==> config.mk <==
export PLATFORM = sky130hd
export DESIGN_NAME = aes_block_feeder
export DESIGN_NICKNAME = d
export VERILOG_FILES = /design/src/rtl/aes_feed_pkg.sv /design/src/rtl/aes_block_fifo.sv /design/src/rtl/aes_block_feeder.sv
export SDC_FILE = /design/constraint.sdc
export NUM_CORES = 1
export LEC_CHECK = 0
export CORE_ASPECT_RATIO = 0.75
export CORE_UTILIZATION = 52
export CTS_CLUSTER_SIZE = 10
export DETAILED_ROUTE_END_ITERATION = 16
export GPL_TIMING_DRIVEN = 0
export PLACE_DENSITY_LB_ADDON = 0.08
export SLEW_MARGIN = 20
export SYNTH_ARGS = -nofsm -noshare
export SYNTH_HDL_FRONTEND = slang
export SYNTH_SLANG_ARGS = --single-unit
==> constraint.sdc <==
create_clock -name clk -period 9.5 [get_ports clk]
set_input_delay 1.425 -clock clk [delete_from_list [all_inputs] [get_ports clk]]
set_output_delay 1.425 -clock clk [all_outputs]
set_load 0.005 [all_outputs]
==> src/rtl/aes_feed_pkg.sv <==
// Shared types and sizes for the AES block feeder (packer, buffer, dispatch FSM).
package aes_feed_pkg;

  localparam int BLOCK_W         = 128;
  localparam int WORD_W          = 32;
  localparam int WORDS_PER_BLOCK = 4;

  typedef enum logic [1:0] {
    IDLE = 2'd0,
    LOAD = 2'd1,
    WAIT = 2'd2
  } feed_state_e;

endpackage

==> src/rtl/aes_block_fifo.sv <==
// DEPTH x BLOCK_W synchronous FIFO. Head is presented combinationally on rdata.
// A push while full is accepted only when a pop happens in the same cycle.
module aes_block_fifo
  import aes_feed_pkg::*;
#(
  parameter int DEPTH = 2
) (
  input  logic               clk,
  input  logic               rst,
  input  logic               push,
  input  logic               pop,
  input  logic [BLOCK_W-1:0] wdata,
  output logic [BLOCK_W-1:0] rdata,
  output logic               full,
  output logic               empty
);

  localparam int AW = (DEPTH > 1) ? $clog2(DEPTH) : 1;
  localparam int CW = AW + 1;

  logic [BLOCK_W-1:0] mem [DEPTH];
  logic [AW-1:0]      wr_ptr;
  logic [AW-1:0]      rd_ptr;
  logic [CW-1:0]      count;
  logic               do_push;
  logic               do_pop;

  assign do_pop  = pop & !empty;
  assign do_push = push & (!full | do_pop);

  assign full  = (count == CW'(DEPTH));
  assign empty = (count == '0);
  assign rdata = mem[rd_ptr];

  // Pointer and occupancy bookkeeping; pointers wrap naturally since DEPTH is a power of two.
  always_ff @(posedge clk) begin
    if (rst) begin
      wr_ptr <= '0;
      rd_ptr <= '0;
      count  <= '0;
    end else begin
      if (do_push) wr_ptr <= wr_ptr + AW'(1);
      if (do_pop)  rd_ptr <= rd_ptr + AW'(1);
      case ({do_push, do_pop})
        2'b10:   count <= count + CW'(1);
        2'b01:   count <= count - CW'(1);
        default: count <= count;
      endcase
    end
  end

  // Storage array; data is not reset, occupancy tracking makes stale entries invisible.
  always_ff @(posedge clk) begin
    if (do_push) mem[wr_ptr] <= wdata;
  end

endmodule

==> src/rtl/aes_block_feeder.sv <==
// Packs 32-bit words (MSW first) into 128-bit blocks, buffers them, and hands
// each block with the shadowed key to aes_cipher_top via a one-cycle ld pulse,
// waiting for the core's done edge before the next dispatch.
// Optional build macro AES_FEED_TIMEOUT_EN: abandon a block after TIMEOUT_CYC
// WAIT cycles without a done edge and raise sticky err_timeout.
module aes_block_feeder
  import aes_feed_pkg::*;
#(
  parameter int DEPTH       = 2,
  parameter int TIMEOUT_CYC = 64
) (
  input  logic                clk,
  input  logic                rst,
  input  logic                in_valid,
  output logic                in_ready,
  input  logic [WORD_W-1:0]   in_data,
  input  logic [BLOCK_W-1:0]  key_in,
  input  logic                key_we,
  output logic                core_ld,
  output logic [BLOCK_W-1:0]  core_key,
  output logic [BLOCK_W-1:0]  core_text,
  input  logic                core_done,
  output logic                busy,
  output logic [15:0]         blocks_sent,
  output logic                err_timeout
);

  localparam logic [1:0] LAST_WORD = 2'(WORDS_PER_BLOCK - 1);

  feed_state_e                state;
  feed_state_e                state_nxt;
  logic [1:0]                 wcnt;
  logic [BLOCK_W-WORD_W-1:0]  asm_q;
  logic [BLOCK_W-1:0]         assembled;
  logic [BLOCK_W-1:0]         head;
  logic                       hs;
  logic                       push;
  logic                       pop;
  logic                       buf_full;
  logic                       buf_empty;
  logic [BLOCK_W-1:0]         key_sh;
  logic                       key_valid;
  logic                       done_q;
  logic                       done_edge;
  logic                       load;
  logic                       complete;

  // The last word can only be taken if the buffer has room for the finished block.
  assign in_ready  = !rst & ((wcnt != LAST_WORD) | !buf_full);
  assign hs        = in_valid & in_ready;
  assign push      = hs & (wcnt == LAST_WORD);
  assign assembled = {asm_q, in_data};
  assign done_edge = core_done & !done_q;
  assign busy      = (state != IDLE) | !buf_empty;

  // Word counter of the packer.
  always_ff @(posedge clk) begin
    if (rst) wcnt <= '0;
    else if (hs) wcnt <= wcnt + 2'd1;
  end

  // Assembly shift register holds the first three words of the block in flight.
  always_ff @(posedge clk) begin
    if (hs) asm_q <= assembled[BLOCK_W-WORD_W-1:0];
  end

  aes_block_fifo #(
    .DEPTH (DEPTH)
  ) u_fifo (
    .clk   (clk),
    .rst   (rst),
    .push  (push),
    .pop   (pop),
    .wdata (assembled),
    .rdata (head),
    .full  (buf_full),
    .empty (buf_empty)
  );

  // Key shadow validity; a write at any time is allowed.
  always_ff @(posedge clk) begin
    if (rst) key_valid <= 1'b0;
    else if (key_we) key_valid <= 1'b1;
  end

  // Key shadow contents; only copied to core_key on dispatch.
  always_ff @(posedge clk) begin
    if (key_we) key_sh <= key_in;
  end

  // Registered done for edge detection, since the core may hold done high.
  always_ff @(posedge clk) begin
    if (rst) done_q <= 1'b0;
    else done_q <= core_done;
  end

`ifdef AES_FEED_TIMEOUT_EN
  localparam int TW = $clog2(TIMEOUT_CYC + 1);
  localparam logic [TW-1:0] TMO_LAST = TW'(TIMEOUT_CYC - 1);

  logic [TW-1:0] wait_cnt;
  logic          tmo;
  logic          err_q;

  assign err_timeout = err_q;

  // WAIT cycle counter (zero on WAIT entry) and sticky timeout flag.
  always_ff @(posedge clk) begin
    if (rst) begin
      wait_cnt <= '0;
      err_q    <= 1'b0;
    end else begin
      if (state != WAIT) wait_cnt <= '0;
      else wait_cnt <= wait_cnt + TW'(1);
      if (tmo) err_q <= 1'b1;
    end
  end
`else
  // Feature absent: flag stays low; the expression keeps TIMEOUT_CYC referenced.
  assign err_timeout = (TIMEOUT_CYC < 1);
`endif

  // Dispatch FSM state register.
  always_ff @(posedge clk) begin
    if (rst) state <= IDLE;
    else state <= state_nxt;
  end

  // Dispatch FSM next state and strobes; a done edge takes priority over timeout.
  always_comb begin
    state_nxt = state;
    pop       = 1'b0;
    load      = 1'b0;
    complete  = 1'b0;
`ifdef AES_FEED_TIMEOUT_EN
    tmo       = 1'b0;
`endif
    case (state)
      IDLE: begin
        if (!buf_empty && key_valid) begin
          pop       = 1'b1;
          load      = 1'b1;
          state_nxt = LOAD;
        end
      end
      LOAD: state_nxt = WAIT;
      WAIT: begin
        if (done_edge) begin
          complete  = 1'b1;
          state_nxt = IDLE;
        end
`ifdef AES_FEED_TIMEOUT_EN
        else if (wait_cnt == TMO_LAST) begin
          tmo       = 1'b1;
          state_nxt = IDLE;
        end
`endif
      end
      default: state_nxt = IDLE;
    endcase
  end

  // Core interface registers; text and key change only on dispatch.
  always_ff @(posedge clk) begin
    if (rst) begin
      core_ld     <= 1'b0;
      core_key    <= '0;
      core_text   <= '0;
      blocks_sent <= '0;
    end else begin
      core_ld <= load;
      if (load) begin
        core_text <= head;
        core_key  <= key_sh;
      end
      if (complete) blocks_sent <= blocks_sent + 16'd1;
    end
  end

endmodule
== After elaboration in Yosys (flattened, before gate mapping) ==
Memory sizes are Yosys's and may differ from the RTL's. A register that Yosys moved wholly into a read port is not among the register bits.
Index checks and enable logic that the tools add are counted.

* Add/sub/neg operators: 6
* Equal/unequal tests: 9
* Muxes and demuxes: 10
* Bitwise operators: 9
* Reductions and logical operators: 10

{| class="wikitable"
|+ Operators by type and width
! cell !! number
|-
| $add 16x1->16 const B || 1
|-
| $eq 2x2->1 const B || 4
|-
| $and 1x1->1 || 6
|-
| $mux 1 || 6
|-
| $ne 2x2->1 const B || 3
|-
| $pmux 2 s3 || 1
|-
| $add 2x1->2 const B || 2
|-
| $eq 2x1->1 const B || 2
|-
| $logic_not 1->1 || 4
|-
| $logic_not 2->1 || 2
|-
| $mux 2 || 2
|-
| $pmux 2 s2 || 1
|-
| $reduce_bool 2->1 || 2
|-
| $or 1x1->1 || 3
|-
| $add 1x1->1 const B || 2
|-
| $reduce_and 2->1 || 1
|-
| $sub 2x1->2 const B || 1
|-
| $logic_and 1x1->1 || 1
|}

* Flip-flop bits (word level): 379
* RAM bits: 256
* Input port bits: 165
* Output and inout bits: 276
* Word-level logic and storage cells: 57
* Memories: 1

{| class="wikitable"
|+ Memory list
! memory !! depth !! bits a word !! rd ports !! clocked after memory_dff !! write ports !! line !! RTL
|-
| u_fifo.mem || 2 || 128 || 1 || 1 || 1 || aes_block_fifo.sv:21 || <nowiki>logic [BLOCK_W-1:0] mem [DEPTH];</nowiki>
|}

== Longest topological paths before layout ==
Gate-level depths: netlist (run 1).

* Word-level depth: 10
* Mapped depth: 9

== Cells and area by module ==
Synthesis (run 1) repeated with hierarchy kept, for this count alone.

* Cells, all modules: 1879
* Area, all modules: 25996.2 µm²

{| class="wikitable"
|+ Modules (own cells, without submodules)
! module !! times used !! cells each !! area each (µm²) !! sequential area each (µm²)
|-
| aes_block_feeder || 1 || 1451 || 16458.3 || 12311.8
|-
| aes_block_fifo || 1 || 428 || 9537.9 || 7787.5
|}

== Worst setup path after synthesis (run 1) ==
OpenSTA, ideal clock, no wires.

* Path kind: in2reg
* Start point: in rst
* End point: mem u_fifo.mem[0][0] (enable)
* Data arrival time: 7274 ps
* Data required time: 8883 ps
* Slack: 1609 ps
* Stages: 4
* Cells stage by stage: clkbuf_1 -> nor2b_1 -> nand3_1 -> nor2_1

* Cells in the longest elaborated chain, start to end: 7

{| class="wikitable"
|+ Ends and longest elaborated chain
! what !! line !! RTL
|-
| start: declaration || aes_block_feeder.sv:13 || <nowiki>input logic rst,</nowiki>
|-
| $logic_not 1->1 || aes_block_feeder.sv:49 || <nowiki>assign in_ready = !rst & ((wcnt != LAST_WORD) | !buf_full);</nowiki>
|-
| $and 1x1->1 || aes_block_feeder.sv:49 ||
|-
| $and 1x1->1 || aes_block_feeder.sv:50 || <nowiki>assign hs = in_valid & in_ready;</nowiki>
|-
| $and 1x1->1 || aes_block_feeder.sv:51 || <nowiki>assign push = hs & (wcnt == LAST_WORD);</nowiki>
|-
| $and 1x1->1 || aes_block_fifo.sv:29 || <nowiki>assign do_push = push & (!full | do_pop);</nowiki>
|-
| $mux 1 || aes_block_fifo.sv:54 || <nowiki>if (do_push) mem[wr_ptr] <= wdata;</nowiki>
|-
| $mux 1 (implied by the code) || aes_block_fifo.sv:54 ||
|-
| end: declaration || aes_block_fifo.sv:21 ||
|}

No other way between the ends.

== Final worst setup path (run 1) ==
* Start point: in rst
* End point: out in_ready

* Cells in the longest elaborated chain, start to end: 2

{| class="wikitable"
|+ Ends and longest elaborated chain
! what !! line !! RTL
|-
| $logic_not 1->1 || aes_block_feeder.sv:49 ||
|-
| $and 1x1->1 || aes_block_feeder.sv:49 ||
|-
| end: declaration || aes_block_feeder.sv:15 || <nowiki>output logic in_ready,</nowiki>
|}

No other way between the ends.

==> metrics.md, run 1 <==
| Metric | Value |
|---|---|
| Leak Pwr | 10.9 nW |
| Max_cap viols | 0 |
| Vias in the first global route | 15600 |
| Fmax | 0.229 GHz |
| Site Rows | 69 |
| Clock transition at the registers of the reported paths | 60 ps |
| Post-place setup slack | 5040 ps |
| CTS root buf | clkbuf_16 |
| Routed Antenna Nets | 0 |
| Least-Margin Pin Slew | 826 ps |
| Worst path required time | 8080 ps |
| Fin crit period | 4360 ps |
| Hold slack final | 437 ps |
| Kind of critical path | primary input to output port |
| Hold Vio Cnt, Final | 0 |
| Clock H-tree levels | 3 |
| Worst path arrival time | 2940 ps |
| Worst min path class | flip-flop to flip-flop |
| Post-DP HPWL | 43.3 mm |
| GP Congestion | 0.790 |
| Critical-path maximum fanout | 10 |
| Post-Syn Instances | 1742 |
| FF+latch count, synth | 763 |
| Outcome | finished, final reports clean |
| Chip Width | 258 um |
| Syn_nets | 1910 |
| Syn_area_per_cell | 14.7 um2 |
| Post-synth EDFFs | 480 |
| Crit path cell chain | clkbuf_1 > clkbuf_1 > nor2b_1 > clkdlybuf4s50_1 |
| I/O pins | 441 |
| Final Cycle Share | 45.9% |
| Vias | 15600 |
| Sequential share of the synthesized area | 78.5% |
| Share of post-route cells with drive strength above 1 | 7.56% |
| Async S/R FF share, synth | 0% |
| Final Power | 6.78 mW |
| Primary FF master, synth | edfxtp_1 |
| Slew Limit Fails | 0 |
| Core Area | 0.0479 mm2 |
| Worst IR drop on VDD | 0.000145 V |
| Routed vias/inst | 5.19 |
| Worst setup margin | 5140 ps |
| Slew headroom | 44.9% |
| Synthesized area | 0.0256 mm2 |
| Die ar. | 0.0501 mm2 |
| Initial antenna violation count | 8 |
| CTS tree | done |
| Largest net degree at the start of global routing | 98 |
| Max incr delay on CP | 560 ps |
| GRT Residual Overflow | 0 |
| Buf/Inv on CP | 3 |
| Residual DRC | 0 |
| Die Y | 194 um |
| Final Setup Violations | 0 |
| Resized Gates After CTS | 0 |
| Nets | 2451 |
| Total track usage | 24.4% |
| Top Family by Delay on Critical Path | buffers and inverters |
| Area grow syn2layout | 32.0% |
| Num CTS Buffers | 86 |
| RSZ-0062 raised after global routing | no |
| Wire length per cell | 20.6 um |
| Yosys Warn Count | 0 |
| Cell variety after synth | 37 |
| Skew-Pair Late Insertion Delay | 620 ps |
| PD cells | 201 mW/mm2 |
| First-pass GRT wire length | 91.7 mm |
| Initial Util | 53.4% |
| Clock Skews | 19.8 ps |
| Top cell by count, worst path | clkbuf_1 |
| Worst Setup End Kind | output port |
| Post-Route Utilization | 70.4% |
| Hold_buf cts | 0 |
| DR iter-0 viols | 911 |
| WL final | 61.9 mm |
| Setup Buffers After CTS | 0 |
| Bufs on Longest Clock Path | 3 |
| Port Buffer Count | 438 |
| CP startpoint kind | primary input |
| First-pass DRT Iterations | 5 |
| Num Clock Sinks | 763 |
| Crit path max-delay cell type | clkbuf_1 |
[cell usage in the layout (no fill, tap or decap), types with 4 or more instances in the layout]
master	synthesis	layout
a211oi_1	128	128
a21oi_1	135	135
buf_16	0	13
buf_2	46	46
buf_4	12	12
clkbuf_1	43	110
clkbuf_16	0	90
clkdlybuf4s50_1	0	437
dfxtp_1	283	283
diode_2	0	9
edfxtp_1	480	480
mux2i_1	129	129
nand2_1	264	264
nand3_1	7	7
nor2_1	152	150
nor2b_1	4	4
o21ai_0	7	7
or3_1	6	6
xnor2_1	5	5
xor2_1	7	7
[power by group]
part,total (mW),switching (mW),internal (mW)
combinational,0.154,0.0739,0.0800
sequential,3.62,0.0312,3.59
clock,3.00,1.24,1.77
[kinds of logic after synthesis]
logic type                 after synthesis  share of synthesized area, %
DFF                                    763                          78.5
and+or+nand+nor                        450                          7.10
AOI/OAI and AO/OA                      271                          6.57
muxes                                  132                          5.18
buffers and inverters                  110                          2.05
xor gates and xnor gates                12                         0.411
adders and majority gates                3                         0.147
other                                    1                        0.0147
[per-layer routing]
metal	routed length (um)	GRT usage, %
met1	26800	32.9
met4	2240	11.0
met2	29400	38.5
met5	0	0
met3	3440	5.07
[flip-flops by register name, summed over array words and instances, names as in the netlist]
signal / cells
u_fifo.mem: 256
core_key: 128
core_text: 128
key_sh: 128
asm_q: 96
blocks_sent: 16
state: 2
u_fifo.count: 2
wcnt: 2
core_ld: 1
done_q: 1
key_valid: 1
u_fifo.rd_ptr: 1
u_fifo.wr_ptr: 1
[metrics by stage]
| stage | TNS [ps] | area (um2) | instances |
|---|---|---|---|
| 2_1_floorplan | 0 | 25600 | 1742 |
| 3_3_place_gp | -605510 | 30800 | 2819 |
| 3_5_place_dp | 0 | 31200 | 2834 |
| 4_1_cts | 0 | 33700 | 2995 |
| 5_1_grt | 0 | 33700 | 3003 |
| 6_report | 0 | 33700 | 3004 |
[worst register-to-register path, cell delays in order, from the launching register on]
cell and delay [ps]:
dfxtp_1 420, nor2_1 110, nand3b_4 210, inv_2 170, buf_2 340, buf_2 310, ha_1 300, or3_1 370
a21oi_1 130
[cells in the mapped netlist (all sizes together), types with 2 or more instances]
master	instances	area, um2
buf	62	343
nand4	5	52.6
nand3b	3	35.0
clkbuf	43	161
nor2b	4	25.0
a211oi	128	961
nand3	7	35.0
xnor2	5	43.8
and3	2	12.5
nor2	152	571
or3	6	37.5
nand2	264	991
mux2i	129	1290
dfxtp	283	5670
ha	3	37.5
inv	5	18.8
o21ai	7	35.0
nor4	2	12.5
mux2	3	33.8
edfxtp	480	14400
xor2	7	61.3
a21oi	135	676
[layout make-up]
cell class / count / area (um2)
sequential: 763 / 20100
fill: 3244 / 14200
multi-input combinational: 869 / 4980
timing repair buffer: 453 / 4790
clock buffer: 157 / 2500
tap: 639 / 800
buffer: 105 / 504
clock inverter: 4 / 42.5
inverter: 5 / 23.8
antenna: 9 / 22.5
[final timing paths]
check	slack (ps)	start	to	depth (start not counted)
worst max-delay path	5140	rst	in_ready	4
worst min-delay path	440	asm_q[71]	u_fifo.mem[0][103]	0
worst max register to register	7060	u_fifo.count[0]	u_fifo.count[1]	8
worst min register to register	440	asm_q[71]	u_fifo.mem[0][103]	0
(Power assumes the default switching activity.)
==> run 2, diff against run 1 <==
Settings changed: CORE_UTILIZATION 52 to 47.
Clock period 9.5 ns to 4 ns, I/O delays scaled along.
==> run 2 against run 1 <==
Against the previous run: total power increased by 140%; combinational power increased by 140%; cell count grew 1.9%; largest cell class unchanged; highest routed layer is now met5.
==> metrics.md, run 2 (synthesis results as in run 1) <==
| Metric | Value |
|---|---|
| Max_cap viols | 0 |
| Hold Vio Cnt, Final | 0 |
| Initial antenna violation count | 6 |
| Outcome | finished, final reports clean |
| Chip Width | 271 um |
| Largest reg by FF count | u_fifo.mem |
| Fmax | 0.357 GHz |
| Worst path arrival time | 2200 ps |
| Site Rows | 73 |
| Max reg flops | 256 |
| Setup Buffers After CTS | 0 |
| Slew Limit Fails | 0 |
| Met3 WL post-DR | 3.73 mm |
| CTS tree | done |
| Clock Skews | 17.1 ps |
| Area grow syn2layout | 31.8% |
| Post-Route Utilization | 63.2% |
| Final Setup Violations | 0 |
| Clock H-tree levels | 3 |
| GRT Residual Overflow | 0 |
| Final Power | 16.0 mW |
| Routed vias/inst | 5.05 |
| Share of post-route cells with drive strength above 1 | 7.54% |
| Net Sw Power | 3.15 mW |
| Top cell by count, worst path | clkbuf_1 |
| Core Area | 0.0533 mm2 |
| CTS root buf | clkbuf_16 |
| Die ar. | 0.0553 mm2 |
| PD cells | 474 mW/mm2 |
| Crit path cell chain | clkbuf_1 > clkbuf_1 > nor2b_1 > clkdlybuf4s50_1 |
| Crit path max-delay cell type | clkbuf_1 |
| Most common cell after layout, fill and taps aside | edfxtp_1 |
| Resized Gates After CTS | 0 |
| Leak Pwr | 10.8 nW |
| Least-Margin Pin Slew | 873 ps |
| Clock power share | 43.9% |
| Met1 wire length | 27.1 mm |
| Hold_buf cts | 0 |
| Num CTS Buffers | 86 |
| Nets | 2450 |
| Sw Ratio | 19.7% |
| Num Clock Sinks | 763 |
| Worst path required time | 3400 ps |
| Worst IR drop on VDD | 0.000303 V |
| Clock transition at the registers of the reported paths | 50 ps |
| Fin crit period | 2800 ps |
| Critical-path maximum fanout | 10 |
| RSZ-0062 raised after global routing | no |
| Max incr delay on CP | 590 ps |
| Initial Util | 47.9% |
| DR iter-0 viols | 935 |
| Skew-Pair Late Insertion Delay | 620 ps |
| Int Power | 12.8 mW |
| Vias in the first global route | 15000 |
| Largest net degree at the start of global routing | 92 |
| Wire length per cell | 20.2 um |
| Final Cycle Share | 70.1% |
| Comb pwr share | 2.3% |
| Met2 Wirelength | 28.9 mm |
| Commonest non-fill, non-tap cells in the layout | edfxtp_1, clkdlybuf4s50_1, dfxtp_1 |
| First-pass GRT wire length | 90.6 mm |
| Slew headroom | 41.8% |
| I/O pins | 441 |
| Kind of critical path | primary input to output port |
| Residual DRC | 0 |
| WL final | 61.9 mm |
| # fillers | 4034 |
| Worst Setup End Kind | output port |
| Worst min path class | primary input to flip-flop |
| GP Congestion | 0.833 |
| Sequential Power Share | 53.8% |
| Top Metal Used | met5 |
| Routed Antenna Nets | 0 |
| First-pass DRT Iterations | 5 |
| Port Buffer Count | 438 |
| Vias | 15500 |
| Bufs on Longest Clock Path | 3 |
| Total track usage | 22.0% |
| CP startpoint kind | primary input |
| Die Y | 204 um |
| Post-DP HPWL | 43.8 mm |
## run 2: cell count changes in the layout (fill, tap and decap cells not counted), sizes merged
cell      delta
buf          -1
clkinvlp     +1
clkbuf      -10
clkinv       -1
inv          +1
diode        -5
## run 2: area by class of cell
cell class	instances	area, um2	area share, %
diodes	4	10.0	0.0297
plain buffers	105	504	1.50
clock buffers	147	2430	7.22
clock inverters	5	50.0	0.149
inverters	5	23.8	0.0706
multi-input cells	869	4980	14.8
flip-flops and latches	763	20100	59.6
well taps	712	891	2.64
repair buffers	452	4720	14.0
## run 2: stage by stage
stage	TNS [ps]	cells	hold slack [ps]	cell area (um2)	setup WS (ps)
floorplan	-238200	1742	421	25600	-931
global placement	-1227300	2892	424	30800	-3380
detailed placement	0	2906	430	31200	850
CTS	0	3058	362	33700	1150
global route	0	3062	368	33700	1080
finish	0	3062	383	33700	1200
## run 2: critical path: cells and delay by family
| kind | cells | cell delay (ps) |
|---|---|---|
| buffers and inverters | 3 | 1490 |
| AND/OR/NAND/NOR | 1 | 100 |
## run 2: final timing paths
kind,start,to,slack (ps),cells past startpoint
max,rst,in_ready,1200,4
max reg2reg,u_fifo.count[0],u_fifo.count[1],1480,8
min reg2reg,asm_q[65],u_fifo.mem[1][97],440,0
min,key_we,key_sh[80],380,1
## run 2: metal layers
layer	global-route usage, %	vias to the layer above
met2	34.0	435
met1	30.1	7506
met3	5.40	118
met4	8.45	2
met5	0	-
li1	-	7404
## run 2: power by group through the flow
stage               registers [mW]  logic [mW]  clock network, mW
floorplan                     8.74      0.0911                  0
global placement              8.78       0.353                  0
detailed placement            8.77       0.370                  0
CTS                           8.60       0.372               7.17
finish                        8.60       0.369               7.01
global route                  8.62       0.394               7.49
==> run 3, diff against run 2 <==
Settings changed: CORE_UTILIZATION 47 to 52.
Clock period 4 ns to 2.6 ns, I/O delays scaled along.
==> run 3 against run 2 <==
Against the previous run: die area shrank 9.5%; global-route usage grew 2.4 points; critical path depth is the same; sequential power grew 53%; non-clock buffer count grew 2; clock skew is essentially flat; register-to-register slack lost 1300 ps; utilization grew 7.2 points; via count grew 1.2%; critical endpoint unchanged; highest routed layer is now met4.
==> metrics.md, run 3 (synthesis results as in run 1) <==
| Metric | Value |
|---|---|
| Outcome | finished, final reports clean |
| Slew Limit Fails | 0 |
| Sw Ratio | 20.1% |
| Worst setup margin | 128 ps |
| Share of post-route cells with drive strength above 1 | 7.73% |
| Num Clock Sinks | 763 |
| Post-Route Utilization | 70.4% |
| Int Power | 19.7 mW |
| Worst path required time | 2210 ps |
| Clock transition at the registers of the reported paths | 50 ps |
| Wire length per cell | 20.5 um |
| Hold Vio Cnt, Final | 0 |
| Site Rows | 69 |
| Chip Width | 258 um |
| Resized Gates After CTS | 0 |
| Nets | 2452 |
| Worst Setup End Kind | output port |
| Net Sw Power | 4.96 mW |
| Port Buffer Count | 438 |
| Largest reg by FF count | u_fifo.mem |
| Most common cell after layout, fill and taps aside | edfxtp_1 |
| Final Setup Violations | 0 |
| Kind of critical path | flip-flop to output port |
| Core Area | 0.0479 mm2 |
| Hold path depth | 4 |
| Hold_buf cts | 0 |
| Final Cycle Share | 95.1% |
| WL final | 61.4 mm |
| GP Congestion | 0.809 |
| Residual DRC | 0 |
| Reg2reg path depth | 8 |
| # fillers | 3189 |
| Leak Pwr | 10.9 nW |
| Largest net degree at the start of global routing | 94 |
| Routed vias/inst | 5.21 |
| Die Y | 194 um |
| Hold path endpoint | wcnt[1] |
| First-pass GRT wire length | 91.2 mm |
| Die ar. | 0.0501 mm2 |
| DR iter-0 viols | 948 |
| Initial Util | 53.4% |
| FF-to-FF End | u_fifo.count[1] |
| Clock power share | 43.9% |
| Setup Buffers After CTS | 0 |
| Max_cap viols | 0 |
| Worst path arrival time | 2080 ps |
| Post-place setup slack | -52.8 ps |
| Worst R2R Setup Slack | 160 ps |
| CTS tree | done |
| R2R Path Start | u_fifo.count[0] |
| Post-DP Area | 0.0312 mm2 |
| Critical path launch point | wcnt[0] |
| Slew headroom | 44.4% |
| Design Area, Final | 0.0337 mm2 |
| Post-DP HPWL | 43.2 mm |
| Routed Antenna Nets | 0 |
| Hold Path Origin | rst |
| CTS root buf | clkbuf_16 |
| RSZ-0062 raised after global routing | no |
| Bufs on Longest Clock Path | 3 |
| Final Power | 24.6 mW |
| Skew-Pair Late Insertion Delay | 620 ps |
| Initial antenna violation count | 6 |
| Num CTS Buffers | 86 |
| Fmax | 0.404 GHz |
| GRT Residual Overflow | 0 |
| I/O pins | 441 |
| Area grow syn2layout | 31.9% |
| Critical-path maximum fanout | 3 |
| Sequential Power Share | 53.7% |
| Fin crit period | 2470 ps |
| Comb pwr share | 2.4% |
| Clock Skews | 16.8 ps |
| Worst min path class | primary input to flip-flop |
| CP startpoint kind | flip-flop |
| Total track usage | 24.4% |
| Clock H-tree levels | 3 |
| Max reg flops | 256 |
| Least-Margin Pin Slew | 832 ps |
| Vias in the first global route | 15500 |
| Commonest non-fill, non-tap cells in the layout | edfxtp_1, clkdlybuf4s50_1, dfxtp_1 |
| Vias | 15600 |
| PD cells | 731 mW/mm2 |
| Worst IR drop on VDD | 0.000737 V |
| First-pass DRT Iterations | 5 |
## run 3: how the worst max path moves through the flow
| stage | to | slack (ps) | depth (start not counted) |
|---|---|---|---|
| 4_1_cts | in_ready | 90 | 4 |
| 3_5_place_dp | u_fifo.mem[0][20] | -50 | 6 |
| 5_1_grt | u_fifo.count[1] | 0.8 | 8 |
| 6_report | in_ready | 130 | 4 |
| 2_1_floorplan | u_fifo.mem[1][0] | -540 | 4 |
| 3_3_place_gp | key_sh[10] | -3110 | 1 |
## run 3: area by class of cell
class / count / area (um2) / share of cell area [%]
timing repair buffer: 454 / 4780 / 14.2
clock buffer: 151 / 2400 / 7.11
buffer: 105 / 526 / 1.56
multi-input combinational: 869 / 5000 / 14.8
sequential: 763 / 20100 / 59.6
tap: 639 / 800 / 2.37
inverter: 5 / 22.5 / 0.0668
clock inverter: 8 / 100 / 0.297
antenna: 7 / 17.5 / 0.0520
## run 3: worst max-delay path, stage by stage, from the launching register on
cell	delay [ps]
dfxtp_1	330
ha_1	250
nand3b_1	150
nor2b_1	140
clkdlybuf4s50_1	590
## run 3: power by group through the flow
stage / Clock (mW) / Sequential (mW) / Combinational (mW)
final: 10.8 / 13.2 / 0.580
after detailed placement: 0 / 13.5 / 0.581
after floorplan: 0 / 13.4 / 0.146
after global routing: 11.5 / 13.3 / 0.621
after global placement: 0 / 13.5 / 0.543
after CTS: 11.0 / 13.2 / 0.583
## run 3: metrics by stage
step / setup TNS (ps) / hold slack, ps / std cells
4_1_cts: 0 / 73.4 / 2994
6_report: 0 / 118 / 3001
2_1_floorplan: -136310 / 421 / 1742
5_1_grt: 0 / 94.6 / 2999
3_3_place_gp: -1050310 / 425 / 2819
3_5_place_dp: -1110 / 429 / 2835
## run 3: layer usage
layer	routed length, um	track usage [%]	vias up	share of wire (%)
met4	2190	10.4	0	3.6
met1	26100	32.9	7632	43
li1	-	-	7415	-
met5	0	0	-	0
met3	4240	6.37	127	6.9
met2	28800	37.6	474	47
